===== config.mk =====
export PLATFORM = sky130hd
export DESIGN_NAME = bayer_streamer
export DESIGN_NICKNAME = d
export VERILOG_FILES = /design/src/rtl/bayer_streamer.sv
export SDC_FILE = /design/constraint.sdc
export NUM_CORES = 1
export LEC_CHECK = 0
export BUFFER_PORTS_ARGS = -buffer_cell sky130_fd_sc_hd__buf_2
export CAP_MARGIN = 25
export CORE_MARGIN = 3
export CORE_UTILIZATION = 57
export CTS_BUF_LIST = sky130_fd_sc_hd__clkbuf_16
export DETAILED_ROUTE_END_ITERATION = 10
export GPL_TIMING_DRIVEN = 0
export PLACE_DENSITY = 0.9
export SYNTH_ARGS = -nofsm -noshare
export SYNTH_HDL_FRONTEND = slang
export SYNTH_SLANG_ARGS = --single-unit

===== constraint.sdc =====
create_clock -name clk -period 1.9 [get_ports clk]
set_clock_uncertainty 0.05 [all_clocks]
set_input_delay 0.095 -clock clk [delete_from_list [all_inputs] [get_ports clk]]
set_output_delay 0.095 -clock clk [all_outputs]
set_load 0.1 [all_outputs]

===== src/rtl/bayer_streamer.sv =====
// bayer_streamer: reads one raw Bayer frame from a synchronous frame buffer
// and replays it column-major within overlapping horizontal strips on the
// demosaic input protocol (start / valid / data_out / end_col / end_pic).
module bayer_streamer #(
  parameter int IMG_W      = 8,
  parameter int IMG_H      = 12,
  parameter int STRIP_H    = 8,
  parameter int STRIP_STEP = 4,
  parameter int GAP        = 2,
  parameter int DW         = 8,
  parameter int AW         = $clog2(IMG_W * IMG_H)
) (
  input  logic          clk,
  input  logic          rst,
  input  logic          go,
  output logic          rd_en,
  output logic [AW-1:0] rd_addr,
  input  logic [DW-1:0] rd_data,
  output logic          start,
  output logic          valid,
  output logic [DW-1:0] data_out,
  output logic          end_col,
  output logic          end_pic,
  output logic          busy,
  output logic          done
);

  localparam int NS = (IMG_H - STRIP_H) / STRIP_STEP + 1;
  localparam int CW = $clog2(IMG_W + 1);
  localparam int RW = $clog2(STRIP_H + 1);
  localparam int SW = $clog2(NS + 1);
  localparam int GW = $clog2(GAP + 1);

  localparam logic [AW-1:0] ROW_INC   = AW'(IMG_W);
  localparam logic [AW-1:0] STRIP_INC = AW'(IMG_W * STRIP_STEP);
  // With the minimum gap the read must go out in the very first WAIT cycle,
  // so it is launched on the transition into WAIT.
  localparam bit RD_FIRST = (GAP == 2);

  typedef enum logic [2:0] {
    S_IDLE,
    S_START,
    S_WAIT,
    S_EMIT,
    S_DONE
  } state_t;

  state_t state_q;

  logic [CW-1:0] c_q, c_d;
  logic [RW-1:0] r_q, r_d;
  logic [SW-1:0] s_q, s_d;
  logic [GW-1:0] gap_q;
  // strip_q: address of (c=0, r=0) of the current strip
  // col_q:   address of (c, r=0) of the current column
  // addr_q:  address of the current pixel
  logic [AW-1:0] strip_q, strip_d;
  logic [AW-1:0] col_q, col_d;
  logic [AW-1:0] addr_q, addr_d;

  logic          rd_en_q;
  logic [AW-1:0] rd_addr_q;
  logic          start_q, valid_q, end_col_q, end_pic_q, busy_q, done_q;
  logic [DW-1:0] data_q;

  logic last_row, last_col, last_strip;

  assign last_row   = (r_q == RW'(STRIP_H - 1));
  assign last_col   = (c_q == CW'(IMG_W - 1));
  assign last_strip = (s_q == SW'(NS - 1));

  // Next pixel position and address, advanced incrementally (no multiplier).
  always_comb begin
    c_d     = c_q;
    r_d     = r_q;
    s_d     = s_q;
    strip_d = strip_q;
    col_d   = col_q;
    addr_d  = addr_q;
    if (last_row) begin
      r_d = '0;
      if (last_col) begin
        c_d     = '0;
        s_d     = s_q + 1'b1;
        strip_d = strip_q + STRIP_INC;
        col_d   = strip_d;
        addr_d  = strip_d;
      end else begin
        c_d    = c_q + 1'b1;
        col_d  = col_q + 1'b1;
        addr_d = col_d;
      end
    end else begin
      r_d    = r_q + 1'b1;
      addr_d = addr_q + ROW_INC;
    end
  end

  // Frame sequencer: state, pixel counters and all registered outputs.
  always_ff @(posedge clk or posedge rst) begin
    if (rst) begin
      state_q   <= S_IDLE;
      c_q       <= '0;
      r_q       <= '0;
      s_q       <= '0;
      gap_q     <= '0;
      strip_q   <= '0;
      col_q     <= '0;
      addr_q    <= '0;
      rd_en_q   <= 1'b0;
      rd_addr_q <= '0;
      start_q   <= 1'b0;
      valid_q   <= 1'b0;
      data_q    <= '0;
      end_col_q <= 1'b0;
      end_pic_q <= 1'b0;
      busy_q    <= 1'b0;
      done_q    <= 1'b0;
    end else begin
      start_q   <= 1'b0;
      valid_q   <= 1'b0;
      done_q    <= 1'b0;
      rd_en_q   <= 1'b0;
      end_col_q <= 1'b0;
      end_pic_q <= 1'b0;
      unique case (state_q)
        S_IDLE: begin
          if (go) begin
            state_q <= S_START;
            start_q <= 1'b1;
            busy_q  <= 1'b1;
            c_q     <= '0;
            r_q     <= '0;
            s_q     <= '0;
            strip_q <= '0;
            col_q   <= '0;
            addr_q  <= '0;
          end
        end
        S_START: begin
          state_q <= S_WAIT;
          gap_q   <= GW'(1);
          if (RD_FIRST) begin
            rd_en_q   <= 1'b1;
            rd_addr_q <= addr_q;
          end
        end
        S_WAIT: begin
          if (gap_q == GW'(GAP)) begin
            // rd_data answers the read issued in the previous cycle
            state_q   <= S_EMIT;
            valid_q   <= 1'b1;
            data_q    <= rd_data;
            end_col_q <= last_col && last_row;
            end_pic_q <= last_col && last_row && last_strip;
          end else begin
            gap_q <= gap_q + 1'b1;
            if (gap_q == GW'(GAP - 2)) begin
              rd_en_q   <= 1'b1;
              rd_addr_q <= addr_q;
            end
          end
        end
        S_EMIT: begin
          if (end_pic_q) begin
            state_q <= S_DONE;
            done_q  <= 1'b1;
            busy_q  <= 1'b0;
          end else begin
            state_q <= S_WAIT;
            gap_q   <= GW'(1);
            c_q     <= c_d;
            r_q     <= r_d;
            s_q     <= s_d;
            strip_q <= strip_d;
            col_q   <= col_d;
            addr_q  <= addr_d;
            if (RD_FIRST) begin
              rd_en_q   <= 1'b1;
              rd_addr_q <= addr_d;
            end
          end
        end
        S_DONE: begin
          state_q <= S_IDLE;
        end
        default: begin
          state_q <= S_IDLE;
          busy_q  <= 1'b0;
        end
      endcase
    end
  end

  assign rd_en    = rd_en_q;
  assign rd_addr  = rd_addr_q;
  assign start    = start_q;
  assign valid    = valid_q;
  assign data_out = data_q;
  assign end_col  = end_col_q;
  assign end_pic  = end_pic_q;
  assign busy     = busy_q;
  assign done     = done_q;

endmodule


# Word level (Yosys, flattened, before mapping)
# Index checks and enable logic that the tools add are counted.
dict set report word_totals {
  register_bits 58
  elab_cells 108
  input_bits 11
}
dict set report op_classes {
  n_addsub 7
  n_eq_ne 16
  n_mux 52
  n_bitwise 1
  reduce_logical 15
}
# cell n
set op_table {}
lappend op_table {{$mux W7} 11}
lappend op_table {{$pmux W7 S2} 3}
lappend op_table {{$mux W4} 6}
lappend op_table {{$pmux W7 S3} 1}
lappend op_table {{$ne A2 B2 Y1 const B} 8}
lappend op_table {{$pmux W4 S2} 2}
lappend op_table {{$mux W1} 15}
lappend op_table {{$mux W2} 6}
lappend op_table {{$pmux W3 S4} 1}
lappend op_table {{$mux W3} 3}
lappend op_table {{$reduce_and A3 Y1} 3}
lappend op_table {{$add A4 B1 Y4 const B} 2}
lappend op_table {{$eq A4 B3 Y1 const B} 2}
lappend op_table {{$reduce_and A4 Y1} 2}
lappend op_table {{$add A7 B1 Y7 const B} 1}
lappend op_table {{$add A7 B4 Y7 const B} 1}
lappend op_table {{$add A7 B6 Y7 const B} 1}
lappend op_table {{$eq A3 B2 Y1 const B} 2}
lappend op_table {{$pmux W1 S3} 2}
lappend op_table {{$pmux W2 S3} 1}
lappend op_table {{$reduce_and A5 Y1} 1}
lappend op_table {{$add A2 B1 Y2 const B} 2}
lappend op_table {{$pmux W2 S2} 1}
lappend op_table {{$reduce_and A2 Y1} 2}
lappend op_table {{other kinds (11)} 12}

# Depth between registers and ports, before layout
dict set report depth {
  depth_word 5
  mapped_depth 7
  ltp_nobuf 7
}

# Worst setup path before layout
# OpenSTA, ideal clock, no wires.
dict set report synth_timing {
  path_type {reg-to-reg}
  start {register end_pic_q, in the netlist end_pic}
  end {register col_q[2]}
  stages_incl_launch_ff 7
  path_buffers 1
  required_time_ns 1.721
  t_arrival_ns 1.887
  slack_ns -0.166
  path_cell_list {dfrtp_1 clkbuf_1 and4bb_2 nand3_1 nor2_1 o21ai_0 o21ai_0}
}
dict set report synth_between {
  elab_chain_cells 2
}
# element line_no
set synth_lines {}
lappend synth_lines {{from (decl)} 63} ;# logic start_q, valid_q, end_col_q, end_pic_q, busy_q, done_q;
lappend synth_lines {{from (signal assigned)} 155} ;# end_pic_q <= last_col && last_row && last_strip;
lappend synth_lines {{$ne A2 B2 Y1 (no line)} -}
lappend synth_lines {{$reduce_and A4 Y1 (no line)} -}
lappend synth_lines {{to (signal assigned)} 176} ;# col_q <= col_d;
lappend synth_lines {{to (decl)} 58} ;# logic [AW-1:0] col_q, col_d;
# No other way between the ends.
# A chain may end at the register's enable or synchronous reset.

# Worst setup path in the final report
dict set report layout_timing {
  start {register r_q[0]}
  end {register strip_q[6]}
}
dict set report layout_between {
  elab_chain_cells 3
}
# element line_no
set layout_lines {}
lappend layout_lines {{from (decl)} 51} ;# logic [RW-1:0] r_q, r_d;
lappend layout_lines {{from (signal assigned)} 173} ;# r_q <= r_d;
lappend layout_lines {{$eq A4 B3 Y1} 68} ;# assign last_row = (r_q == RW'(STRIP_H - 1));
lappend layout_lines {{$ne A2 B2 Y1 (no line)} -}
lappend layout_lines {{$reduce_and A5 Y1 (no line)} -}
lappend layout_lines {{to (signal assigned)} 175} ;# strip_q <= strip_d;
lappend layout_lines {{to (decl)} 57} ;# logic [AW-1:0] strip_q, strip_d;
# No other way between the ends.

==> results.sh <==
export IMPL_tightest_slew_ns=0.586
export IMPL_async_flop_share_pct=100
export IMPL_startpoint_type="flip-flop"
export IMPL_switchingPower_uw=509
export IMPL_postCtsSetupRepairBufs=0
export IMPL_setup_viol=0
export IMPL_htree_levels=2
export IMPL_netlist_top_cells_area="dfrtp_1 51%, nand2_1 9.9%, o21ai_0 5.0%, ha_1 3.4%, nor2_1 2.8%"
export IMPL_yosys_area_top_type="dfrtp_1"
export IMPL_irDropWorstVdd_v=0.000546
export IMPL_hold_viol=0
export IMPL_worstPathArrival_ns=1.91
export IMPL_pin_count=33
export IMPL_endpoint="strip_q[6]"
export IMPL_p_per_area_nw_per_um2=734
export IMPL_cts_buffers_inserted=5
export IMPL_wl_per_cell_um=15.4
export IMPL_ys_warn_count=0
export IMPL_post_route_min_period_ns=1.78
export IMPL_finalCritPeriodShare_pct=93.9
export IMPL_ys_ff_latch=53
export IMPL_pre_cts_ws_ns=-0.0144
export IMPL_cts_sinks=53
export IMPL_die_w_um=73.3
export IMPL_cp_data_required_time_ns=2.02
export IMPL_grt_use_total_pct=23.9
export IMPL_path_clk_slew_ns=0.07
export IMPL_grt_overflow_total=0
export IMPL_cp_end_kind="flip-flop"
export IMPL_rsz0062_at_grt="no"
export IMPL_netlist_area_um2=2580
export IMPL_die_h_um=73.3
export IMPL_r2r_slack_ns=0.12
export IMPL_area_delta_synth_final_pct=21.6
export IMPL_firstDrtPassIters=5
export IMPL_cts_tree="yes"
export IMPL_drt_wl_total_mm=5.88
export IMPL_place_congestion=0.917
export IMPL_grt_max_degree=37
export IMPL_min_path_type="input pin to flip-flop"
export IMPL_drive_gt1_share_pct=19.3
export IMPL_syn_nets=300
export IMPL_ys_types=44
export IMPL_reg2reg_from="r_q[0]"
export IMPL_internal_power_mw=1.79
export IMPL_crit_start="r_q[0]"
export IMPL_io_buffers=32
export IMPL_r2r_cells=7
export IMPL_crit_fanout=6
export IMPL_synth_simple_gate_area_share_pct=24.7
export IMPL_place_inst=365
export IMPL_vias=2262
export IMPL_slew_headroom_pct=60.7
export IMPL_viasPerCell=5.92
export IMPL_fmax_mhz=561
export IMPL_p_seq_share_pct=49.6
export IMPL_final_max_slew_viol_count=0
export IMPL_detail_route_antenna_nets=0
export IMPL_coreArea_um2=4170
export IMPL_clkPwrFrac_pct=44.6
export IMPL_drv_cap=0
export IMPL_ys_seq_area_share_pct=51.4
export IMPL_antenna_found_initial=0
export IMPL_diodes=0
export IMPL_status="finished, final reports clean"
export IMPL_synthMostInstantiatedCell="nand2_1"
export IMPL_drc=0
export IMPL_synth_fa_ha_area_share_pct=3.39
export IMPL_p_sw_share_pct=22.1
export IMPL_combPwrFrac_pct=5.8
export IMPL_worst_skew_pair_late_latency_ns=0.29
export IMPL_synth_edff_count=0
export IMPL_fin_cells=382
export IMPL_dieArea_um2=5370
export IMPL_synth_top_cell_area_share_pct=51.4
export IMPL_netlist_top_cells_count="68 x nand2_1, 53 x dfrtp_1, 26 x o21ai_0, 19 x nor2_1, 14 x nand3_1"
export IMPL_synth_mux_area_share_pct=0.388
export IMPL_fin_nets=349
export IMPL_drtIter0Drc=201
export IMPL_hpwlAfterDp_mm=3.93
export IMPL_initial_core_util_pct=61.9
export IMPL_grt_pass1_vias=2152
export IMPL_p_leak_nw=1.45
export IMPL_syn_inst=282
export IMPL_fin_util_pct=75.2
export IMPL_synth_top_family_by_area="simple AND/OR/NAND/NOR gates"
export IMPL_synth_compound_gate_area_share_pct=14.4
export IMPL_grt_pass1_wl_mm=9.93
export IMPL_crit_type="flip-flop to flip-flop"
export IMPL_setup_ws_ns=0.117
export IMPL_fillers=258
export IMPL_synth_xor_area_share_pct=2.38
export IMPL_r2r_end="strip_q[6]"
export IMPL_clk_path_buf_depth=2
export IMPL_num_rows=23
export IMPL_syn_avg_cell_area_um2=9.15
export IMPL_root_buffer="clkbuf_16"
export IMPL_synth_ff_type="dfrtp_1"
-- layout make-up --
class                   count  area [um2]  share of cell area (%)
flip-flops and latches     53        1330                    42.3
repair buffers             42         270                    8.61
clock buffers               5         125                    3.99
clock inverters             3        46.3                    1.48
well taps                  50        62.6                    1.99
multi-input cells         211        1220                    38.8
inverters                   7        26.3                   0.837
plain buffers              11        62.6                    1.99
-- per-stage QoR --
| stage | setup TNS [ns] | hold WS (ns) | total power, mW | area [um2] |
|---|---|---|---|---|
| after floorplan | 0 | 0.150 | 1.25 | 2580 |
| after global placement | -8.19 | 0.234 | 1.28 | 2810 |
| after detailed placement | -0.0144 | 0.0490 | 1.28 | 2830 |
| after CTS | -0.0351 | 0.0604 | 2.32 | 3100 |
| after global routing | 0 | 0.0691 | 2.37 | 3140 |
| final | 0 | 0.0685 | 2.30 | 3140 |
-- critical path, cell delays in order (launching register included) --
cell and delay [ns]:
dfrtp_2 0.44, ha_4 0.19, and3b_1 0.17, buf_4 0.16, o221ai_4 0.21, o21bai_4 0.20
or2_1 0.17, o21ai_1 0.07
-- metal layers --
metal	track usage, %	share of wire, %	up-vias
met5	0	0	-
met4	8.85	2.6	0
met3	5.47	5.9	15
met2	40.8	50	80
met1	29.7	42	1100
li1	-	-	1067
-- cell families (layout without fill, tap and decap cells) --
logic type | count (synthesis) | after routing
simple gates | 136 | 136
mux | 1 | 1
fa+ha+maj | 7 | 7
buf+inv | 18 | 68
compound gates | 60 | 60
flops | 53 | 53
xor+xnor | 7 | 7
-- placed cells by master, fill, tap and decap left out, drive strengths merged, types with 3 or more instances in the layout --
master / count
and3b: 3
a21oi: 13
clkbuf: 9
and2: 5
a31oi: 3
ha: 7
dfrtp: 53
and3: 4
xnor2: 6
buf: 40
nand2: 68
dlygate4sd3: 9
nor3: 8
nand3: 14
nor2: 20
o21ai: 30
inv: 6
nand3b: 4
-- worst min-delay path by stage --
| stage | end | slack, ns | start | cells after the start |
|---|---|---|---|---|
| 4_1_cts | start | 0.06 | go | 3 |
| 6_report | start | 0.07 | go | 3 |
| 3_3_place_gp | data_out[5] | 0.23 | rd_data[5] | 3 |
| 5_1_grt | start | 0.07 | go | 3 |
| 2_1_floorplan | data_out[0] | 0.15 | rd_data[0] | 2 |
| 3_5_place_dp | rd_addr[4] | 0.05 | rst | 2 |
-- sequential cells by signal (all words and copies together) (netlist names) --
name	cells
data_out	8
addr_q	7
col_q	7
rd_addr	7
c_q	4
r_q	4
state_q	3
gap_q	2
s_q	2
strip_q	2
busy	1
done	1
end_col	1
end_pic	1
rd_en	1
start	1
valid	1
-- power by group through the flow --
stage / Sequential [mW] / Clock, mW / Combinational [mW]
after floorplan: 1.23 / 0 / 0.0236
after global placement: 1.16 / 0 / 0.114
after detailed placement: 1.16 / 0 / 0.122
after CTS: 1.14 / 1.04 / 0.135
after global routing: 1.14 / 1.08 / 0.143
final: 1.14 / 1.03 / 0.134
-- repair_timing --
action | in CTS | in global routing
hold endpoints to repair | 25 | 0
setup endpoints to repair | 8 | 17
resized for setup | 2 | 9
hold buffers | 9 | 0
No activity file was read; power rests on OpenSTA's default activity.
